===== config.mk =====
export PLATFORM = sky130hd
export DESIGN_NAME = tpm_ram_arbiter
export DESIGN_NICKNAME = d
export VERILOG_FILES = /design/src/rtl/tpm_ram_arbiter.sv
export SDC_FILE = /design/constraint.sdc
export NUM_CORES = 1
export LEC_CHECK = 0
export ABC_CLOCK_PERIOD_IN_PS = 3200
export BUFFER_PORTS_ARGS = -buffer_cell sky130_fd_sc_hd__buf_2
export CAP_MARGIN = 20
export CORE_ASPECT_RATIO = 0.8
export CORE_MARGIN = 2
export CORE_UTILIZATION = 40
export DETAILED_ROUTE_END_ITERATION = 10
export PLACE_DENSITY = 0.69
export SETUP_SLACK_MARGIN = 0.2
export SLEW_MARGIN = 20
export SYNTH_ARGS = -nofsm -noshare
export SYNTH_HDL_FRONTEND = slang
export SYNTH_SLANG_ARGS = --single-unit
export TNS_END_PERCENT = 5

===== constraint.sdc =====
create_clock -name clk_i -period 3.2 [get_ports clk_i]
set_input_delay 0 -clock clk_i [delete_from_list [all_inputs] [get_ports clk_i]]
set_output_delay 0 -clock clk_i [all_outputs]
set_load 0.005 [all_outputs]

===== src/rtl/tpm_ram_arbiter.sv =====
// Request/grant scheduler sharing the TPM command/response RAM between the byte-wide
// data-provider port and the 32-bit Wishbone port: IDLE -> ACCESS -> RESP, one access per 3 cycles.
module tpm_ram_arbiter #(
  parameter int ADDR_WIDTH = 11,
  parameter int MAX_CONSEC = 4
) (
  input  logic                  clk_i,
  input  logic                  rstn_i,
  input  logic                  exec_i,
  input  logic                  dp_req_i,
  input  logic                  dp_we_i,
  input  logic [ADDR_WIDTH-1:0] dp_addr_i,
  input  logic [7:0]            dp_wdata_i,
  output logic [7:0]            dp_rdata_o,
  output logic                  dp_ack_o,
  input  logic                  wb_cyc_i,
  input  logic                  wb_stb_i,
  input  logic                  wb_we_i,
  input  logic [ADDR_WIDTH-3:0] wb_adr_i,
  input  logic [3:0]            wb_sel_i,
  input  logic [31:0]           wb_dat_i,
  output logic [31:0]           wb_dat_o,
  output logic                  wb_ack_o,
  output logic [ADDR_WIDTH-3:0] ram_a_o,
  output logic [31:0]           ram_wd_o,
  output logic [3:0]            ram_wen_o,
  input  logic [31:0]           ram_rd_i,
  output logic                  owner_o
);

  typedef enum logic [1:0] {
    S_IDLE   = 2'd0,
    S_ACCESS = 2'd1,
    S_RESP   = 2'd2
  } state_t;

  state_t                r_state;
  logic [3:0]            r_cnt;
  logic                  r_we;
  logic [1:0]            r_lane;
  logic [7:0]            r_dp_rdata;
  logic [31:0]           r_wb_dat;

  logic                  w_wb_req;
  logic                  w_dp_req;
  logic                  w_both;
  logic                  w_starved;
  logic                  w_win_wb;
  logic [ADDR_WIDTH-3:0] w_a;
  logic [31:0]           w_wd;
  logic [3:0]            w_wen;
  logic [7:0]            w_lane_byte;

  // Winner selection and the RAM command the winner would issue.
  always_comb begin
    w_wb_req  = wb_cyc_i & wb_stb_i;
    w_dp_req  = dp_req_i;
    w_both    = w_wb_req & w_dp_req;
    w_starved = (r_cnt == 4'(MAX_CONSEC));
    w_win_wb  = 1'b0;
    w_a       = '0;
    w_wd      = 32'h0000_0000;
    w_wen     = 4'b0000;
    if (w_both) begin
      w_win_wb = exec_i ^ w_starved;
    end else begin
      w_win_wb = w_wb_req;
    end
    if (w_win_wb) begin
      w_a   = wb_adr_i;
      w_wd  = wb_dat_i;
      w_wen = wb_we_i ? wb_sel_i : 4'b0000;
    end else begin
      w_a   = dp_addr_i[ADDR_WIDTH-1:2];
      w_wd  = {4{dp_wdata_i}};
      w_wen = dp_we_i ? (4'b0001 << dp_addr_i[1:0]) : 4'b0000;
    end
  end

  // Byte lane of the RAM read word for the DP side.
  always_comb begin
    w_lane_byte = 8'h00;
    case (r_lane)
      2'd0:    w_lane_byte = ram_rd_i[7:0];
      2'd1:    w_lane_byte = ram_rd_i[15:8];
      2'd2:    w_lane_byte = ram_rd_i[23:16];
      2'd3:    w_lane_byte = ram_rd_i[31:24];
      default: w_lane_byte = 8'h00;
    endcase
  end

  // RAM data only arrives in RESP, so read data bypasses the holding register while ack is high.
  assign dp_rdata_o = (dp_ack_o && !r_we) ? w_lane_byte : r_dp_rdata;
  assign wb_dat_o   = (wb_ack_o && !r_we) ? ram_rd_i    : r_wb_dat;

  // Arbitration FSM with registered RAM command, acks, owner and starvation counter.
  always_ff @(posedge clk_i or negedge rstn_i) begin
    if (!rstn_i) begin
      r_state    <= S_IDLE;
      r_cnt      <= 4'd0;
      r_we       <= 1'b0;
      r_lane     <= 2'd0;
      r_dp_rdata <= 8'h00;
      r_wb_dat   <= 32'h0000_0000;
      dp_ack_o   <= 1'b0;
      wb_ack_o   <= 1'b0;
      ram_a_o    <= '0;
      ram_wd_o   <= 32'h0000_0000;
      ram_wen_o  <= 4'b0000;
      owner_o    <= 1'b0;
    end else begin
      case (r_state)
        S_IDLE: begin
          dp_ack_o <= 1'b0;
          wb_ack_o <= 1'b0;
          if (w_wb_req || w_dp_req) begin
            owner_o   <= w_win_wb;
            r_we      <= w_win_wb ? wb_we_i : dp_we_i;
            r_lane    <= dp_addr_i[1:0];
            ram_a_o   <= w_a;
            ram_wd_o  <= w_wd;
            ram_wen_o <= w_wen;
            // Only a priority grant over a waiting requester extends the run.
            if (w_both && (w_win_wb == exec_i)) begin
              r_cnt <= w_starved ? r_cnt : r_cnt + 4'd1;
            end else begin
              r_cnt <= 4'd0;
            end
            r_state <= S_ACCESS;
          end
        end
        S_ACCESS: begin
          ram_wen_o <= 4'b0000;
          if (owner_o) begin
            wb_ack_o <= w_wb_req;
          end else begin
            dp_ack_o <= w_dp_req;
          end
          r_state <= S_RESP;
        end
        S_RESP: begin
          if (dp_ack_o && !r_we) begin
            r_dp_rdata <= w_lane_byte;
          end
          if (wb_ack_o && !r_we) begin
            r_wb_dat <= ram_rd_i;
          end
          dp_ack_o <= 1'b0;
          wb_ack_o <= 1'b0;
          r_state  <= S_IDLE;
        end
        default: begin
          dp_ack_o  <= 1'b0;
          wb_ack_o  <= 1'b0;
          ram_wen_o <= 4'b0000;
          r_state   <= S_IDLE;
        end
      endcase
    end
  end

endmodule

# Yosys cells after proc, flatten, opt, wreduce, memory -nomap -nowiden
# Index checks and enable logic that the tools add are counted.
# word_totals
reg_bits,97
out_inout_bits,88
input_bits,104
wordCells,59
# classes
n_reduce_logical,10
bitwise,4
eq_ne,11
shifts,1
addsub,1
mux,20
# ops
cell,count
2-to-1 mux 32 bit,2
case mux 8 bit (4 select lines),1
2-to-1 mux 4 bit,6
2-to-1 mux 9 bit,1
2-to-1 mux 8 bit,1
"inequality test 2 bit, second input constant",4
case mux 4 bit (2 select lines),1
"equality test 2 bit, second input constant",3
2-to-1 mux 1 bit,6
"adder 4 x 1 -> 4 bit, second input constant",1
"equality test 2 x 1 -> 1 bit, second input constant",2
"equality test 4 x 3 -> 1 bit, second input constant",1
logical NOT 2 bit,2
case mux 2 bit (2 select lines),1
AND reduction 2 bit,2
"left shift 1 x 2 -> 4 bit, first input constant",1
logical AND 1 bit,3
AND reduction 3 bit,1
AND 1 bit,2
2-to-1 mux 2 bit,1
equality test 1 bit,1
logical NOT 1 bit,1
logical OR 1 bit,1
NOT 1 bit,1
XOR 1 bit,1

# Depth between registers and ports, before layout
# Gate-level depths: netlist of run 1.
# depth
ltp_word,7
depth_mapped,8
ltp_nobuf,6

# Worst setup path before layout of run 1
# OpenSTA, ideal clock, no wires.
# synth_path
path_type,register -> register
start,register r_cnt[0]
end,register ram_a_o[0]
path_stages_with_launch,9
arrival_ns,1.723
required_time_ns,3.074
setup_slack_ns,1.351
path_cell_list,dfrtp_1 inv_1 ha_1 and3b_1 buf_6 mux2i_2 nor3b_4 buf_2 a221o_1
# synth_via
elab_chain_len,4
# synth_lines
item,line,source
"start, declared",38,logic [3:0] r_cnt;
"start signal, assigned",125,r_cnt <= w_starved ? r_cnt : r_cnt + 4'd1;
equality test 4 x 3 -> 1 bit,59,w_starved = (r_cnt == 4'(MAX_CONSEC));
XOR 1 bit,65,w_win_wb = exec_i ^ w_starved;
2-to-1 mux 1 bit,64,if (w_both) begin
2-to-1 mux 9 bit,69,if (w_win_wb) begin
"end signal, assigned",120,ram_a_o <= w_a;
"end, declared",24,"output logic [ADDR_WIDTH-3:0] ram_a_o,"
# No other way between the ends.
# A chain may end at the register's enable or synchronous reset.

# Worst setup path after layout of run 1
# layout_path
start,register r_cnt[0]
end,register ram_a_o[6]
# Same word-level chain as after synthesis.

==> impl_metrics.yaml, run 1 <==
status:
  outcome: "finished, final reports clean"
global_route:
  grtUsageTotal_pct: 21.8
  grt_max_degree: 84
  antenna_found_initial: 0
  first_global_vias: 4175
  gr-total-overflow: 0
  grt_pass1_wl_um: 20900
clocking:
  htreeDepth: 3
  root_buffer: "clkbuf_16"
  cts_buffers: 9
  clk_pin_slew_ps: 60
  cts_hold_buf: 57
  clkSinkCount: 97
  cts-resized-gates: 0
  cts_tree: "built"
  clk_latency_ps: 330
  clockBufferDepth: 2
  cts_setup_buffers: 0
placed_design:
  io_buffers: 191
  post-place-ws_ps: 979
  place_congestion: 0.844
  dp_hpwl_um: 8710
layout:
  areaGrowthSynthToFinish_pct: 43.9
  drive_gt1_share_pct: 49.3
  diodes: 0
  nNetsFinal: 685
  fill_cells: 901
flow_run:
  maxCapViolations: 0
timing:
  rsz0062_at_grt: "false"
  tns_ps: 0
  max_slew.worst_pin.slew_ps: 904
  finalCriticalPeriod_ps: 2800
  fin_crit_sh_pct: 87.5
  drv_slew: 0
  finClkSkew_ps: 5.38
  timing.final.ws_setup_ps: 399
  setup_violations: 0
  hold_violations: 0
  max_freq_mhz: 357
  relSlewSlack_pct: 39.6
critical_path:
  r2r_cells: 8
  cp-start-kind: "flip-flop"
  cp_max_fo: 42
  r2r_start: "r_cnt[0]"
  rr_endpoint: "ram_a_o[6]"
  cpPeakStageDelay_ps: 560
  worstPathRequired_ps: 3410
  slowest_stage: "dlygate4sd3_1"
  crit_path_cell_trace: "inv_1, ha_1, and3b_1, mux2i_2, nor3b_4, buf_4, a221o_1, dlygate4sd3_1"
  critPathKind: "flip-flop to flip-flop"
  worstPathArrival_ps: 3010
  end_kind: "flip-flop"
  r2r_setup_slack_ps: 400
detailed_routing:
  ant_nets: 0
  vias: 3930
  drtPass1Iterations: 4
  vias_per_cell: 5.40
  drtIter0Drc: 181
  detail_route.wl_per_cell_um: 18.0
  drc: 0
  wirelength_um: 13100
power:
  powerDensity_nw_per_um2: 867
  p_leak_nw: 3.20
  ir_worst_vdd_v: 0.000388
synth:
  ys_seq_area_share_pct: 52.9
  synth-compound-area-share_pct: 11.5
  synth_top_family_by_area: "multiplexers"
  avgSynthCellArea_um2: 13.7
  ys_warn_count: 0
  synth_fa_ha_area_share_pct: 0.546
  synthTopCellsByCount: "dfrtp_1 (97), mux2_2 (63), a221o_1 (41)"
  syn_inst: 335
  async_flop_share_pct: 100
  synth_top_area_share_pct: 52.9
  yosysMostFrequentCell: "dfrtp_1"
  synth_area_leaders: "dfrtp_1 (53%), mux2_2 (15%), a221o_1 (9.0%)"
  synth-xor-area-share_pct: 0
  ys.flop_type: "dfrtp_1"
  syn_nets: 441
  syn_area_um2: 4580
  synth_cell_types: 41
  synth.area.mux_share_pct: 24.9
  synth_top_area_cell: "dfrtp_1"
  ys_seq_elements: 97
  synth-simple-area-share_pct: 7.18
  synth_edf_count: 0
floorplan:
  rows: 34
  fp.dieH_um: 99.8
  core-area_um2: 11000
  ios: 192
  initial_core_util_pct: 41.6
  fp.dieW_um: 124
  dieArea_um2: 12300
hold_path:
  holdCritStartpoint: "ram_rd_i[23]"
  hold_end: "r_wb_dat[23]"
  hold_depth: 3
  hold_class: "input port to flip-flop"
==> report_power, final <==
group	leakage [nW]	internal, mW	total [mW]	switching (mW)
combinational	1.84	1.42	2.42	1.01
clock	0.157	0.729	1.17	0.442
sequential	1.20	1.78	2.13	0.350
==> worst max-delay path: cells and delay by family, from the launching register on <==
| family | cells | cell delay, ps |
|---|---|---|
| AOI/OAI and AO/OA | 1 | 400 |
| adders and majority gates | 1 | 150 |
| buffers and inverters | 3 | 960 |
| DFF | 1 | 410 |
| muxes | 1 | 330 |
| and+or+nand+nor | 2 | 420 |
==> sequential cells by signal, indices dropped and copies added (netlist names) <==
register    count
owner_o         1
ram_wd_o       32
ram_a_o         9
r_lane          2
r_we            1
dp_ack_o        1
r_state         2
ram_wen_o       4
r_cnt           4
r_wb_dat       32
r_dp_rdata      8
wb_ack_o        1
==> metrics by stage <==
stage / hold WS [ps] / utilization [%] / power, mW / std cells / area, um^2
finish: 43.2 / 59.9 / 5.72 / 728 / 6600
global route: 45.8 / 59.9 / 6.11 / 728 / 6600
CTS: 28.9 / 59.6 / 5.72 / 727 / 6570
detailed placement: 235 / 51.5 / 4.39 / 654 / 5670
global placement: 231 / 51.5 / 4.30 / 654 / 5670
floorplan: -296 / - / 3.45 / 335 / 4580
==> layer usage <==
layer,track usage [%],part of all wire (%),up-vias
met3,4.30,4.8,36
met2,36.4,52,140
li1,-,-,1773
met5,0,0,-
met4,8.74,2.9,0
met1,27.8,40,1981
==> how the worst max path moves through the flow <==
stage | from | end
final | r_cnt[0] | ram_a_o[6]
after CTS | r_cnt[0] | ram_a_o[4]
after floorplan | r_cnt[0] | ram_a_o[0]
after global placement | wb_cyc_i | ram_a_o[0]
after detailed placement | r_cnt[0] | ram_a_o[2]
after global routing | r_cnt[0] | ram_a_o[4]
==> layout by cell type (no fill, tap or decap), drive strengths merged, types with 8 or more instances in the layout <==
cell type,Yosys,final
a221o,41,41
and2,10,10
buf,11,197
clkbuf,10,14
dfrtp,97,97
dlygate4sd3,0,57
inv,10,10
mux2,81,81
mux4,8,8
nand2,15,15
nor3b,10,10
o21ai,8,8
==> kinds of logic after synthesis <==
| logic type | Yosys count |
|---|---|
| muxes | 93 |
| and+or+nand+nor | 54 |
| buffers and inverters | 31 |
| AOI/OAI and AO/OA | 58 |
| DFF | 97 |
| adders and majority gates | 2 |
==> final cells by class <==
| cell class | instances | area [um^2] | area share (%) |
|---|---|---|---|
| clock inverters | 2 | 60.1 | 0.910 |
| clock buffers | 14 | 264 | 4.00 |
| inverters | 10 | 37.5 | 0.569 |
| well taps | 144 | 180 | 2.73 |
| flip-flops and latches | 97 | 2430 | 36.8 |
| multi-input cells | 207 | 2030 | 30.8 |
| repair buffers | 254 | 1600 | 24.2 |
(Power assumes the default switching activity.)
==> inputs of run 2 (changes only) <==
==> constraint.sdc (replaced) <==
create_clock -name clk_i -period 3.2 [get_ports clk_i]
set_input_delay 0.64 -clock clk_i [delete_from_list [all_inputs] [get_ports clk_i]]
set_output_delay 0.64 -clock clk_i [all_outputs]
set_load 0.005 [all_outputs]
==> run 2 against run 1 <==
Clock skew shrank 0.95 ps; worst hold slack gained 330 ps; count of clock-buffer cells in the layout decreased by 1; design area down 9.4%; critical path type is now flip-flop to primary output; critical endpoint is now dp_rdata_o[1].
==> impl_metrics.yaml, run 2 (same netlist as run 1, synthesis figures left out) <==
status:
  outcome: "finished, final reports clean"
detailed_routing:
  drc: 0
  drtPass1Iterations: 4
  detail_route.wl_per_cell_um: 18.1
  vias: 3607
  drtIter0Drc: 168
  wirelength_um: 12200
  vias_per_cell: 5.38
  ant_nets: 0
critical_path:
  r2r_setup_slack_ps: 1020
  end_kind: "primary output"
  rr_endpoint: "ram_a_o[7]"
  cp-start-kind: "flip-flop"
  critPathKind: "flip-flop to primary output"
  worstPathArrival_ps: 2060
  r2r_start: "r_cnt[0]"
  worstPathRequired_ps: 2560
  cp_max_fo: 9
  r2r_cells: 7
global_route:
  grt_max_degree: 56
  antenna_found_initial: 0
  grtUsageTotal_pct: 20.1
  first_global_vias: 3763
  grt_pass1_wl_um: 19400
  gr-total-overflow: 0
power:
  cellInternalPower_mw: 3.64
  p_switching_mw: 1.74
  p_leak_nw: 2.93
  seqPwrFrac_pct: 39.3
  ir_worst_vdd_v: 0.000438
  combinationalPowerShare_pct: 41.7
  powerDensity_nw_per_um2: 902
  switching_share_pct: 32.4
  clock_power_share_pct: 19.0
timing:
  setup_violations: 0
  drv_slew: 0
  relSlewSlack_pct: 47.5
  finalCriticalPeriod_ps: 2700
  whs_ps: 370
  fin_crit_sh_pct: 84.5
  finClkSkew_ps: 4.43
  hold_violations: 0
  max_slew.worst_pin.slew_ps: 784
  max_freq_mhz: 370
  tns_ps: 0
  rsz0062_at_grt: "false"
floorplan:
  fp.dieW_um: 124
  ios: 192
  initial_core_util_pct: 41.6
  core-area_um2: 11000
  dieArea_um2: 12300
  fp.dieH_um: 99.8
  rows: 34
layout:
  top_regs: "r_wb_dat x32, ram_wd_o x32, ram_a_o x9"
  diodes: 0
  stdcell_count: 670
  drive_gt1_share_pct: 54.9
  utilization_pct: 54.2
  mostFrequentLayoutCell: "buf_2"
  nNetsFinal: 628
  areaGrowthSynthToFinish_pct: 30.3
  layout_common_cells: "buf_2 (190), dfrtp_1 (97), mux2_2 (63)"
clocking:
  clockBufferDepth: 2
  cts_tree: "built"
  cts_buffers: 9
  htreeDepth: 3
  cts_setup_buffers: 0
  clkSinkCount: 97
  clk_pin_slew_ps: 60
  cts_hold_buf: 0
  cts-resized-gates: 0
  root_buffer: "clkbuf_16"
  clk_latency_ps: 330
placed_design:
  io_buffers: 191
  dp_hpwl_um: 9070
  dpl.cell_count: 655
  place_congestion: 0.867
flow_run:
  maxCapViolations: 0
hold_path:
  hold_class: "input port to asynchronous set/reset pin"
[run 2: metal layers]
layer | up-vias | track usage (%) | share of wire [%] | wire length [um]
met5 | - | 0 | 0 | 0
met4 | 0 | 6.64 | 1.8 | 213
met3 | 22 | 4.07 | 3.5 | 424
met2 | 74 | 34.1 | 51 | 6160
met1 | 1854 | 25.8 | 44 | 5360
li1 | 1657 | - | - | -
[run 2: final cells by class]
class | count | area, um^2
Clock buffer | 13 | 270
Inverter | 10 | 37.5
Clock inverter | 2 | 12.5
Timing Repair Buffer | 197 | 1020
Multi-Input combinational cell | 207 | 2030
Sequential cell | 97 | 2430
Tap cell | 144 | 180
Fill cell | 964 | 5040
[run 2: worst max path at each step]
stage                 start            end  slack, ps  cells past startpoint
2_1_floorplan  ram_rd_i[24]  dp_rdata_o[0]       1200                      2
3_3_place_gp      r_lane[0]  dp_rdata_o[5]        860                      3
3_5_place_dp      r_lane[0]  dp_rdata_o[1]        800                      3
4_1_cts           r_lane[0]  dp_rdata_o[1]        430                      3
5_1_grt           r_lane[0]  dp_rdata_o[5]        350                      3
6_report          r_lane[0]  dp_rdata_o[1]        500                      3
[run 2: stage by stage]
step	worst slack (ps)	total power [mW]	area, um^2
6_report	498	5.39	5970
5_1_grt	348	5.74	5970
2_1_floorplan	1200	3.45	4580
3_5_place_dp	803	4.41	5690
3_3_place_gp	858	4.31	5690
4_1_cts	433	5.45	5970
[run 2: power groups by stage]
stage | clock network (mW) | logic, mW | registers, mW
CTS | 1.05 | 2.28 | 2.12
global placement | 0 | 2.21 | 2.10
detailed placement | 0 | 2.27 | 2.13
global route | 1.09 | 2.46 | 2.19
floorplan | 0 | 1.41 | 2.04
finish | 1.02 | 2.25 | 2.12
[run 2: worst max-delay path, stage by stage (launching register included)]
cell and delay [ps]:
dfrtp_1 720, mux4_2 590, mux2_2 290, buf_2 130
==> inputs of run 3 (changes only) <==
--- a/config.mk
+++ b/config.mk
@@ -5,14 +5,15 @@
 export SDC_FILE = /design/constraint.sdc
 export NUM_CORES = 1
 export LEC_CHECK = 0
-export ABC_CLOCK_PERIOD_IN_PS = 3200
+export ABC_AREA = 1
+export ABC_CLOCK_PERIOD_IN_PS = 2790
 export BUFFER_PORTS_ARGS = -buffer_cell sky130_fd_sc_hd__buf_2
 export CAP_MARGIN = 20
 export CORE_ASPECT_RATIO = 0.8
 export CORE_MARGIN = 2
 export CORE_UTILIZATION = 40
 export DETAILED_ROUTE_END_ITERATION = 10
-export PLACE_DENSITY = 0.69
+export PLACE_DENSITY = 0.68
 export SETUP_SLACK_MARGIN = 0.2
 export SLEW_MARGIN = 20
 export SYNTH_ARGS = -nofsm -noshare
==> constraint.sdc (replaced) <==
create_clock -name clk_i -period 2.79 [get_ports clk_i]
set_input_delay 0.558 -clock clk_i [delete_from_list [all_inputs] [get_ports clk_i]]
set_output_delay 0.558 -clock clk_i [all_outputs]
set_load 0.005 [all_outputs]
==> run 3 against run 2 <==
Global-route usage up 0.56 points; utilization decreased by 2.1 points; design area up 5.3%; sequential power increased by 8%; clock power increased by 23%; wire length rose by 10%; die area rose by 6.9%; first-iteration DRC count increased by 61%; count of clock-buffer cells in the layout decreased by 3; flip-flop and latch count unchanged; non-clock buffer count increased by 2; synthesized cell count increased by 89%.
==> impl_metrics.yaml, run 3 <==
status:
  outcome: "finished, final reports clean"
synth:
  syn_nets: 740
  ys_seq_elements: 97
  synth_top_area_cell: "dfrtp_1"
  synth_area_leaders: "dfrtp_1 (49%), nand2_1 (16%), nand3_1 (7.1%)"
  syn_area_um2: 4910
  synth_top_area_share_pct: 49.4
  ys_seq_area_share_pct: 49.4
  ys_warn_count: 0
  synth_cell_types: 28
  syn_inst: 634
  yosysMostFrequentCell: "nand2_1"
  synthTopCellsByCount: "nand2_1 (210), dfrtp_1 (97), nand3_1 (70)"
  ys.flop_type: "dfrtp_1"
  synth_edf_count: 0
  async_flop_share_pct: 100
  avgSynthCellArea_um2: 7.75
floorplan:
  initial_core_util_pct: 40.7
  dieArea_um2: 13200
  rows: 36
  fp.dieH_um: 103
  ios: 192
  fp.dieW_um: 128
  core-area_um2: 12100
placed_design:
  place_congestion: 0.773
  post-place-ws_ps: 661
  dpl-instance-area_um2: 5990
  io_buffers: 191
  dp_hpwl_um: 9950
critical_path:
  rr_endpoint: "ram_wd_o[0]"
  cp_max_fo: 7
  r2r_setup_slack_ps: 670
  end_kind: "primary output"
  worstPathArrival_ps: 1840
  worstPathRequired_ps: 2230
  critPathKind: "flip-flop to primary output"
  slowest_stage: "dfrtp_1"
  r2r_cells: 10
  r2r_start: "r_cnt[0]"
  cp-start-kind: "flip-flop"
  crit_path_cell_trace: "inv_1, nor2_1, inv_1, nor2_1, nor2_1, a31oi_1, buf_2"
  cpPeakStageDelay_ps: 440
  cpMostUsedCell: "nor2_1"
detailed_routing:
  ant_nets: 0
  vias_per_cell: 4.76
  drc: 0
  drtIter0Drc: 271
  detail_route.wl_per_cell_um: 13.8
  wirelength_um: 13400
  vias: 4628
  drtPass1Iterations: 4
timing:
  hold_violations: 0
  rsz0062_at_grt: "false"
  timing.final.ws_setup_ps: 387
  drv_slew: 0
  setup_violations: 0
  relSlewSlack_pct: 64.3
  fin_crit_sh_pct: 86.1
  max_slew.worst_pin.slew_ps: 536
  max_freq_mhz: 416
  finClkSkew_ps: 8.15
  finalCriticalPeriod_ps: 2400
  tns_ps: 0
global_route:
  antenna_found_initial: 0
  grt_pass1_wl_um: 21400
  first_global_vias: 4284
  grt_max_degree: 42
  grtUsageTotal_pct: 20.7
  gr-total-overflow: 0
clocking:
  root_buffer: "clkbuf_16"
  clk_pin_slew_ps: 80
  clkSinkCount: 97
  clockBufferDepth: 2
  clk_latency_ps: 360
  cts_setup_buffers: 0
  htreeDepth: 3
  cts_tree: "built"
  cts_buffers: 9
layout:
  drive_gt1_share_pct: 29.8
  final_area_um2: 6290
  top_regs: "r_wb_dat x32, ram_wd_o x32, ram_a_o x9"
  mostFrequentLayoutCell: "nand2_1"
  diodes: 0
  layout_common_cells: "nand2_1 (209), buf_2 (190), dfrtp_1 (97)"
  areaGrowthSynthToFinish_pct: 28.0
  nNetsFinal: 921
flow_run:
  maxCapViolations: 0
power:
  ir_worst_vdd_v: 0.000413
  powerDensity_nw_per_um2: 957
  p_leak_nw: 3.49
hold_path:
  hold_class: "input port to asynchronous set/reset pin"
## run 3: cell count changes after synthesis, sizes merged, moves of 24 or more
cell   change
nand2    +208
mux2      -81
nand3     +79
inv       +54
a221o     -41
nor2      +39
o21ai     +34
a21oi     +24
## run 3: cell type report
type,instances,area (um^2)
Sequential cell,97,2430
Inverter,64,240
Timing Repair Buffer,199,1040
Clock buffer,10,239
Multi-Input combinational cell,444,2090
Fill cell,1206,5780
Tap cell,152,190
Clock inverter,6,57.6
## run 3: per-layer routing
layer	up-vias	routed length [um]	global-route usage, %
met5	-	0	0
met4	0	202	6.59
met3	12	1090	6.33
met2	162	5850	31.7
met1	2083	6280	28.4
li1	2371	-	-
## run 3: kinds of logic (layout without fill, tap and decap cells)
family	count (synthesis)	after routing	synth area share, %
compound gates	81	81	8.66
xor+xnor	2	2	0.357
fa+ha+maj	2	2	0.509
buf+inv	93	279	8.25
flops	97	97	49.4
simple gates	359	359	32.8
## run 3: how the worst max path moves through the flow
stage                    from            end  slack, ps  cells past startpoint
finish              r_lane[0]  dp_rdata_o[0]        390                      7
global route        r_lane[0]  dp_rdata_o[0]        230                      7
CTS                      r_we   wb_dat_o[22]        320                      5
detailed placement   wb_cyc_i   ram_wd_o[16]        660                      8
global placement         r_we   wb_dat_o[30]        720                      5
floorplan                r_we  dp_rdata_o[0]       1110                      4
## run 3: stage by stage
| stage | power (mW) | util, % | hold WS (ps) | std cells |
|---|---|---|---|---|
| after floorplan | 3.75 | - | 262 | 634 |
| after global placement | 4.76 | 49.6 | 461 | 956 |
| after detailed placement | 4.80 | 49.6 | 461 | 956 |
| after CTS | 6.07 | 52.1 | 197 | 972 |
| after global routing | 6.55 | 52.1 | 223 | 972 |
| final | 6.02 | 52.1 | 181 | 972 |
## run 3: power by group
group / total [mW] / switching, mW / internal, mW
Sequential: 2.29 / 0.299 / 1.99
Clock: 1.25 / 0.598 / 0.652
Combinational: 2.48 / 1.48 / 1.00
## run 3: what timing repair did
item / CTS / global route
gates resized for setup: 0 / 1
hold buffers: 0 / 0
setup endpoints to repair: 0 / 4
## run 3: critical path: cells and delay by family, from the launching register on
family          cells  cell delay (ps)
simple gates        3              560
buf+inv             3              340
flops               1              440
compound gates      1              150
